### config.mk
export PLATFORM = sky130hd
export DESIGN_NAME = xaddr_router
export DESIGN_NICKNAME = d
export VERILOG_FILES = /design/src/rtl/xaddr_router.sv
export SDC_FILE = /design/constraint.sdc
export NUM_CORES = 1
export LEC_CHECK = 0
export CORE_AREA = 2 2 118 120
export CTS_BUF_LIST = sky130_fd_sc_hd__clkbuf_4
export DETAILED_ROUTE_END_ITERATION = 7
export DIE_AREA = 0 0 120 122
export GPL_ROUTABILITY_DRIVEN = 0
export PLACE_DENSITY = 0.79
export SLEW_MARGIN = 15
export SYNTH_ARGS = -nofsm -noshare
export SYNTH_HDL_FRONTEND = slang
export SYNTH_SLANG_ARGS = --single-unit
export TNS_END_PERCENT = 5
### constraint.sdc
create_clock -name clk -period 3.2 [get_ports clk]
set_input_delay 0.32 -clock clk [delete_from_list [all_inputs] [get_ports clk]]
set_output_delay 0.32 -clock clk [all_outputs]
set_load 0.02 [all_outputs]
### src/rtl/xaddr_router.sv
// rtl/xaddr_router.sv - address-decoding single-master to N-slave request router
// Optional feature macro: XADDR_TIMEOUT_EN (wait-state timeout with error response)

module xaddr_router #(
    parameter int                      ADDR_W    = 32,
    parameter int                      DATA_W    = 32,
    parameter int                      N_SLV     = 4,
    parameter logic [N_SLV*ADDR_W-1:0] SLV_BASE  = '0,
    parameter logic [N_SLV*8-1:0]      SLV_AW    = '0,
    parameter int                      TIMEOUT_W = 8
) (
    input  logic                    clk,
    input  logic                    rst,
    input  logic                    m_valid,
    input  logic [ADDR_W-1:0]       m_addr,
    input  logic                    m_we,
    input  logic [DATA_W-1:0]       m_wdata,
    output logic                    m_ready,
    output logic [DATA_W-1:0]       m_rdata,
    output logic                    m_err,
    output logic [N_SLV-1:0]        s_valid,
    output logic [ADDR_W-1:0]       s_addr,
    output logic                    s_we,
    output logic [DATA_W-1:0]       s_wdata,
    input  logic [N_SLV-1:0]        s_ready,
    input  logic [N_SLV*DATA_W-1:0] s_rdata,
    output logic                    trap
);

    localparam int SEL_W = (N_SLV > 1) ? $clog2(N_SLV) : 1;

    // Reject configurations the select register and timeout counter cannot represent
    if (N_SLV < 1 || N_SLV > 16 || TIMEOUT_W < 1) begin : g_cfg_check
        $error("xaddr_router: N_SLV must be 1..16 and TIMEOUT_W at least 1");
    end

    typedef enum logic [1:0] {
        ST_IDLE = 2'd0,
        ST_WAIT = 2'd1,
        ST_RESP = 2'd2
    } state_t;

    state_t             state;
    logic [SEL_W-1:0]   sel_q;

    logic               hit;
    logic [SEL_W-1:0]   hit_idx;
    logic [N_SLV-1:0]   hit_oh;
    logic               sel_ready;
    logic [DATA_W-1:0]  sel_rdata;

    // Mask that keeps only the address bits above a window of 2^aw bytes
    function automatic logic [ADDR_W-1:0] win_mask(input logic [7:0] aw);
        logic [ADDR_W-1:0] m;
        for (int b = 0; b < ADDR_W; b++) begin
            m[b] = (b >= int'(aw));
        end
        return m;
    endfunction

    // Address decode; scanning from the top down lets the lowest matching index win
    always_comb begin
        hit     = 1'b0;
        hit_idx = '0;
        hit_oh  = '0;
        for (int i = N_SLV - 1; i >= 0; i--) begin
            if ((m_addr & win_mask(SLV_AW[i*8 +: 8])) == SLV_BASE[i*ADDR_W +: ADDR_W]) begin
                hit        = 1'b1;
                hit_idx    = SEL_W'(i);
                hit_oh     = '0;
                hit_oh[i]  = 1'b1;
            end
        end
    end

    // Only the selected slave's ready and read data are ever looked at
    assign sel_ready = s_ready[sel_q];
    assign sel_rdata = s_rdata[sel_q*DATA_W +: DATA_W];

`ifdef XADDR_TIMEOUT_EN
    localparam logic [TIMEOUT_W-1:0] TMO_MAX = {TIMEOUT_W{1'b1}};

    logic [TIMEOUT_W-1:0] tmo_cnt;
    logic [TIMEOUT_W-1:0] tmo_next;

    // The counter value after this WAIT cycle; reaching all-ones ends the wait
    assign tmo_next = tmo_cnt + 1'b1;
`endif

    // Request FSM; every output is a register updated alongside the state
    always_ff @(posedge clk or posedge rst) begin
        if (rst) begin
            state   <= ST_IDLE;
            sel_q   <= '0;
            s_valid <= '0;
            s_addr  <= '0;
            s_we    <= 1'b0;
            s_wdata <= '0;
            m_ready <= 1'b0;
            m_rdata <= '0;
            m_err   <= 1'b0;
            trap    <= 1'b0;
`ifdef XADDR_TIMEOUT_EN
            tmo_cnt <= '0;
`endif
        end else begin
            case (state)
                ST_IDLE: begin
                    m_ready <= 1'b0;
                    trap    <= 1'b0;
                    if (m_valid) begin
                        if (hit) begin
                            s_addr  <= m_addr;
                            s_we    <= m_we;
                            s_wdata <= m_wdata;
                            sel_q   <= hit_idx;
                            s_valid <= hit_oh;
`ifdef XADDR_TIMEOUT_EN
                            tmo_cnt <= '0;
`endif
                            state   <= ST_WAIT;
                        end else begin
                            // Nobody owns this address: answer with an error straight away
                            m_err   <= 1'b1;
                            m_rdata <= '0;
                            m_ready <= 1'b1;
                            trap    <= 1'b1;
                            state   <= ST_RESP;
                        end
                    end
                end

                ST_WAIT: begin
                    if (sel_ready) begin
                        // A ready on the final count still counts as a clean completion
                        m_rdata <= sel_rdata;
                        m_err   <= 1'b0;
                        m_ready <= 1'b1;
                        s_valid <= '0;
                        state   <= ST_RESP;
                    end
`ifdef XADDR_TIMEOUT_EN
                    else if (tmo_next == TMO_MAX) begin
                        m_err   <= 1'b1;
                        m_rdata <= '0;
                        m_ready <= 1'b1;
                        trap    <= 1'b1;
                        s_valid <= '0;
                        tmo_cnt <= tmo_next;
                        state   <= ST_RESP;
                    end else begin
                        tmo_cnt <= tmo_next;
                    end
`endif
                end

                ST_RESP: begin
                    m_ready <= 1'b0;
                    trap    <= 1'b0;
                    state   <= ST_IDLE;
                end

                default: begin
                    m_ready <= 1'b0;
                    trap    <= 1'b0;
                    s_valid <= '0;
                    state   <= ST_IDLE;
                end
            endcase
        end
    end

endmodule
[Word-level counts from Yosys, hierarchy flattened]
Cells that the tools add are included.
Operators by class
  bitwise logic cells: 1
  reductions and logical operators: 7
  equality and inequality tests: 6
  mux-type cells: 23
Operators with widths (count)
  two-way mux 32 bit: 3
  case mux 32 bit (2 select lines): 1
  logical NOT 32 bit: 1
  two-way mux 4 bit: 3
  case mux 4 bit (3 select lines): 1
  two-way mux 1 bit: 8
  inequality test 2 bit (second input constant): 4
  AND reduction 4 bit: 2
  two-way mux 2 bit: 3
  case mux 1 bit (2 select lines): 3
  case mux 2 bit (2 select lines): 1
  AND reduction 3 bit: 1
  equality test 2 x 1 -> 1 bit (second input constant): 1
  equality test 2 bit (second input constant): 1
  logical NOT 2 bit: 1
  AND reduction 2 bit: 1
  nonzero test 2 bit: 1
  NOT 1 bit: 1
Word-level totals
  register bits: 106
  logic and storage cells: 46

[Depth between registers and ports, before layout]
Gate-level depths: netlist of the first run.
  depth in word-level cells: 5
  mapped depth: 6
  gate-level depth less buffers: 4

[Least setup slack after synthesis of the first run]
OpenSTA, ideal clock, no wires.
  kind: input-to-reg
  from: input port m_addr[27]
  to: register s_wdata[19]
  data required time: 3.073 ns
  arrival: 1.760 ns
  stages: 6
  path buffers: 2
  slack: 1.312 ns
  path through: nor4_1 nand4_1 nor4_2 buf_4 buf_6 mux2_1
On the way
  word-level cells in the longest chain between the ends: 3
Ends and longest elaborated chain
  start, declared: line 15  | input logic [ADDR_W-1:0] m_addr,
  logical NOT 32 bit: line 67  | if ((m_addr & win_mask(SLV_AW[i*8 +: 8])) == SLV_BASE[i*ADDR_W +: ADDR_W]) begin
  two-way mux 1 bit: line 67
  AND reduction 3 bit (no source line)
  end signal, assigned: line 115  | s_wdata <= m_wdata;
  end, declared: line 24  | output logic [DATA_W-1:0] s_wdata,
Every way passes these cells.
A chain may end at the register's enable or synchronous reset.

[Final worst setup path of the first run]
  from: input port m_addr[12]
  to: register s_wdata[18]
The elaborated chain is that of the path after synthesis.

==> flow_summary.ini, run 1 <==
[timing]
setup-violations-final = 0
grt_setup_unrepaired = false
worst_pin_slew_ns = 0.5137
post-route-period-util = 0.6907
slew_headroom = 0.6575
drv_slew = 0
fmax_mhz = 452.5
finalHoldViolations = 0
fin_crit_ns = 2.210
setup_tns_ns = 0
clock_skew_ns = 0.01943
whs_ns = 0.07259

[critical_path]
crit_buf_inv = 2
crit_required_ns = 3.54
slowest_stage = clkdlybuf4s50_1
worstReg2RegStart = state[0]$_DFFE_PP0P_
r2r-end = s_wdata[18]$_DFFE_PP0P_
path_class = input pin to flop
worstPathArrival_ns = 2.55
startpoint_type = input pin
path_cells = clkdlybuf4s50_1, nor4_1, nand4_1, nor4_4, buf_12, mux2_2
rrSetupSlack_ns = 1.38
cp-end-kind = flop
crit_path_max_incr_delay_ns = 0.41
worstRegToRegCells = 4
cp.depth = 6
path_max_fanout = 62
crit_family = simple AND/OR/NAND/NOR gates

[clock_tree]
ctsResizeCount = 0
path_clk_slew_ns = 0.15
cts.sinks = 103
cts-htree-levels = 3
ctsHoldBuffers = 0
root_buffer = clkbuf_4
cts_buffers = 9
cts_max_path_buffers = 2
cts_setup_buffers = 0
clk_latency_ns = 0.44
cts_tree = built

[finish]
num-nets-final = 650
diodes = 0
num-fill-cells = 1196
drive_gt1_frac = 0.1121
stdcell_count = 635
syn2layout_area_growth_pct = 64.15

[place]
place_inst = 619
port_buffers = 201
dp_hpwl_mm = 7.150

[route]
drt_wl_total_mm = 9.700
wire_per_inst_um = 15.28
viasPerCell = 4.364
postRouteAntennaNets = 0
dr.pass1.iters = 4
drt_iter0_markers = 74
via_count = 2771
drcViolationCount = 0

[die]
pin_count = 304
chipHeight_um = 122
die_width_um = 120
coreArea_um2 = 13500
dieArea_um2 = 14640
row_count = 43
initial_core_util = 0.2744

[synth]
ys_warn_count = 0
yosys.area.top_type_share = 0.6955
ys_top_cells_by_area = dfrtp_1 70%, mux2_2 7.9%, a22o_1 7.6%
netlist_area_um2 = 3706
synth_seq_cells = 103
syn_inst = 247
yosysSeqAreaShare = 0.6955
synth_area_per_cell_um2 = 15.00
synth_top_area_cell = dfrtp_1
ys_types = 23

[global_route]
grt_start_max_net_pins = 101
antenna_found_initial = 0
grt_pass1_wl_mm = 15.23
grt-ovfl-total = 0
grt_pass1_vias = 2929
track_usage = 0.1346

[power_and_ir_drop]
p_leak_uw = 0.002759
p_per_area_nw_per_um2 = 353.1
ir_worst_vdd_mv = 0.1553
finalPower_uw = 2148

[run]
drv_cap = 0

[hold_path]
hold_path_class = input pin to asynchronous set/reset pin

[outcome]
status = finished, final reports clean
final cells by class:
type | instances | area (µm²) | share of cell area
Clock buffer | 9 | 67.56 | 0.01111
Clock inverter | 7 | 72.57 | 0.01193
Sequential cell | 103 | 2577 | 0.4237
Tap cell | 180 | 225.2 | 0.03702
Multi-Input combinational cell | 126 | 1049 | 0.1724
Timing Repair Buffer | 206 | 2074 | 0.3410
Inverter | 4 | 17.52 | 0.002879
metal layers:
metal	global-route usage	routed length (µm)
met1	0.1657	4094
met2	0.2195	4611
met3	0.05197	901
met4	0.04044	93
met5	0	0
sequential cells by signal, summed over array words and instances, names as in the netlist:
signal	cells
trap	1
s_addr	32
m_ready	1
s_valid	1
state	2
s_we	1
m_err	1
m_rdata	32
s_wdata	32
worst max-delay path by stage:
| stage | startpoint | end | slack (ns) |
|---|---|---|---|
| finish | m_addr[12] | s_wdata[18]$_DFFE_PP0P_ | 0.99 |
| global route | m_addr[12] | s_wdata[3]$_DFFE_PP0P_ | 0.83 |
| CTS | m_addr[19] | s_wdata[3]$_DFFE_PP0P_ | 1.0 |
| detailed placement | m_addr[19] | s_wdata[18]$_DFFE_PP0P_ | 0.49 |
| global placement | m_addr[19] | s_wdata[17]$_DFFE_PP0P_ | 0.53 |
| floorplan | rst | m_err$_DFFE_PP0P_ | 0.18 |
cell usage in the layout, fill, tap and decap left out:
cell	synthesis	layout
o21bai_1	1	1
dfrtp_1	103	103
a22o_1	32	32
inv_4	0	1
a21o_1	1	1
clkinv_2	0	2
buf_4	4	3
nand2_1	2	2
clkdlybuf4s50_1	0	201
inv_6	0	1
nand4_1	2	2
inv_1	4	3
o31ai_4	0	1
nand2b_1	1	1
clkinv_4	0	1
o21ai_0	2	2
clkinvlp_4	0	2
buf_12	0	2
nor2_2	0	1
mux2_2	26	26
nor4_1	8	8
nor2b_1	33	33
nor4_4	0	1
mux2_1	7	7
o32ai_1	1	1
clkbuf_4	0	9
a21oi_1	4	4
bufinv_16	0	1
conb_1	1	3
synth_stat cells:
cell,instances
nand2_1,2
mux2_1,7
buf_2,8
nor4_2,1
inv_1,4
o32ai_1,1
nand2b_1,1
conb_1,1
a21o_1,1
nor2_1,1
nand4_1,2
mux2_2,26
nor2b_1,33
o31ai_2,1
clkbuf_1,3
buf_6,1
a22o_1,32
a21oi_1,4
buf_4,4
dfrtp_1,103
nor4_1,8
o21ai_0,2
o21bai_1,1
kinds of logic after synthesis:
family	after synthesis	share of synthesized area
buffers and inverters	20	0.02903
other	1	0.001012
and+or+nand+nor	48	0.08069
muxes	33	0.1003
DFF	103	0.6955
AOI/OAI and AO/OA	42	0.09352
power by group:
group,switching [µW],internal (µW)
logic,63.0,117
registers,2.85,1300
clock network,421,240
total,486,1660
metrics by stage:
stage / worst slack (ns) / util / instance area (µm²)
2_1_floorplan: 0.1762 / - / 3714
3_3_place_gp: 0.5338 / 0.4401 / 5943
3_5_place_dp: 0.4907 / 0.4401 / 5943
4_1_cts: 0.9961 / 0.4505 / 6083
5_1_grt: 0.8256 / 0.4505 / 6083
6_report: 0.9899 / 0.4505 / 6083
No activity file was read; power rests on OpenSTA's default activity.
==> run 2: changes to the inputs <==
==> constraint.sdc (replaced) <==
create_clock -name clk -period 2 [get_ports clk]
set_input_delay 0.2 -clock clk [delete_from_list [all_inputs] [get_ports clk]]
set_output_delay 0.2 -clock clk [all_outputs]
set_load 0.02 [all_outputs]
==> run 2 against run 1 <==
Against the previous run:
- critical path depth grew 1
- via count grew 1.2%
- final cell count grew 1.3%
- clock skew shrank 0.0064 ns
- clock-buffer cell count is the same
- total power grew 69%
- hold slack lost 0.026 ns
- sequential share of layout area shrank 0.83 points
- die area is the same
- setup slack lost 0.86 ns
- critical path type unchanged
- critical endpoint is now s_wdata[13]$_DFFE_PP0P_
==> flow_summary.ini, run 2 (synthesized netlist as in run 1, its figures left out) <==
[outcome]
status = finished, final reports clean

[clock_tree]
cts_max_path_buffers = 2
clk_latency_ns = 0.47
cts_buffers = 9
cts-htree-levels = 3
root_buffer = clkbuf_4
cts_tree = built
ctsHoldBuffers = 0
cts.sinks = 103
path_clk_slew_ns = 0.17

[die]
dieArea_um2 = 14640
coreArea_um2 = 13500
pin_count = 304
row_count = 43
die_width_um = 120
chipHeight_um = 122
initial_core_util = 0.2744

[timing]
fmax_mhz = 533.7
whs_ns = 0.04637
post-route-period-util = 0.9369
setup_tns_ns = 0
grt_setup_unrepaired = false
setup-violations-final = 0
drv_slew = 0
finalHoldViolations = 0
clock_skew_ns = 0.01301
fin_crit_ns = 1.874

[route]
wire_per_inst_um = 15.55
drt_wl_total_mm = 9.998
drt_iter0_markers = 117
postRouteAntennaNets = 0
viasPerCell = 4.359
drcViolationCount = 0
via_count = 2803
dr.pass1.iters = 4

[critical_path]
crit_required_ns = 2.36
worstPathArrival_ns = 2.24
path_class = input pin to flop
cp-end-kind = flop
path_max_fanout = 10
startpoint_type = input pin

[finish]
final_util = 0.4595
final_common_cell = clkdlybuf4s50_1
stdcell_area_um2 = 6205
num-nets-final = 658
syn2layout_area_growth_pct = 67.42
reg_top3 = m_rdata x32, s_addr x32, s_wdata x32
diodes = 0
final_cell_mix = 201 x clkdlybuf4s50_1, 103 x dfrtp_1, 33 x nor2b_1
drive_gt1_frac = 0.1296

[place]
port_buffers = 201
dp_hpwl_mm = 7.549
placed_area_um2 = 6030

[global_route]
grt_start_max_net_pins = 57
grt_pass1_vias = 3013
grt-ovfl-total = 0
grt_pass1_wl_mm = 15.48
antenna_found_initial = 0
track_usage = 0.1390

[power_and_ir_drop]
ir_worst_vdd_mv = 0.3363
finalPower_uw = 3640
p_per_area_nw_per_um2 = 586.6
p_leak_uw = 0.002817

[hold_path]
hold_path_class = input pin to asynchronous set/reset pin

[run]
drv_cap = 0
==> run 2: cell count changes in the layout (fill, tap and decap cells not counted) <==
cell / delta
inv_4: -1
buf_4: +6
clkinv_4: -1
buf_12: +2
bufinv_16: +1
clkinv_2: -2
nor4_1: -1
inv_6: +2
clkinvlp_4: +1
nor4_2: +1
==> run 2: path summary, 6_finish.rpt <==
check | startpoint | end | slack [ns] | depth (start not counted)
max | m_addr[8] | s_wdata[13]$_DFFE_PP0P_ | 0.13 | 7
min | rst | s_wdata[2]$_DFFE_PP0P_ | 0.05 | 2
max reg2reg | state[1]$_DFFE_PP0P_ | s_wdata[13]$_DFFE_PP0P_ | 0.41 | 3
min reg2reg | s_valid[0]$_DFFE_PP0P_ | s_valid[0]$_DFFE_PP0P_ | 0.50 | 1
max in group asynchronous | rst | m_rdata[2]$_DFFE_PP0P_ | 1.31 | 3
min in group clk | m_wdata[23] | s_wdata[23]$_DFFE_PP0P_ | 0.31 | 2
==> run 2: worst max-delay path, cell delays in order <==
cell,delay (ns)
clkdlybuf4s50_1,0.41
nor4_1,0.36
buf_4,0.17
nand4_1,0.16
nor4_4,0.33
buf_4,0.26
mux2_2,0.35
==> run 2: report_power, final <==
group          internal (µW)  switching [µW]  leakage [µW]
Sequential              2090            4.45       0.00143
Clock                    520             724     0.0000836
Combinational            196             107       0.00130
Total                   2800             836       0.00282
==> run 2: area by class of cell <==
cell class                 instances  area, µm²
fill                            1187       7300
timing repair buffer             214       2160
sequential                       103       2577
inverter                           4      18.77
clock buffer                       9      67.56
clock inverter                     7      101.3
tap                              180      225.2
multi-input combinational        126       1055
==> run 2: stage by stage <==
stage	instances	worst slack [ns]
2_1_floorplan	249	0.2325
3_3_place_gp	627	-0.3995
3_5_place_dp	627	-0.4327
4_1_cts	643	0.09238
5_1_grt	643	0.03238
6_report	643	0.1261
==> run 2: timing repair <==
action,CTS,global route
gates resized for setup,0,1
buffers inserted,0,0
endpoints found under the hold margin,0,0
setup endpoints to repair,0,53
==> run 2: routing by layer <==
layer | wire length (µm) | part of all wire | global-route usage
met1 | 3887 | 0.39 | 0.1556
met2 | 4780 | 0.48 | 0.2287
met3 | 1176 | 0.12 | 0.06554
met4 | 153 | 0.015 | 0.05735
met5 | 0 | 0 | 0
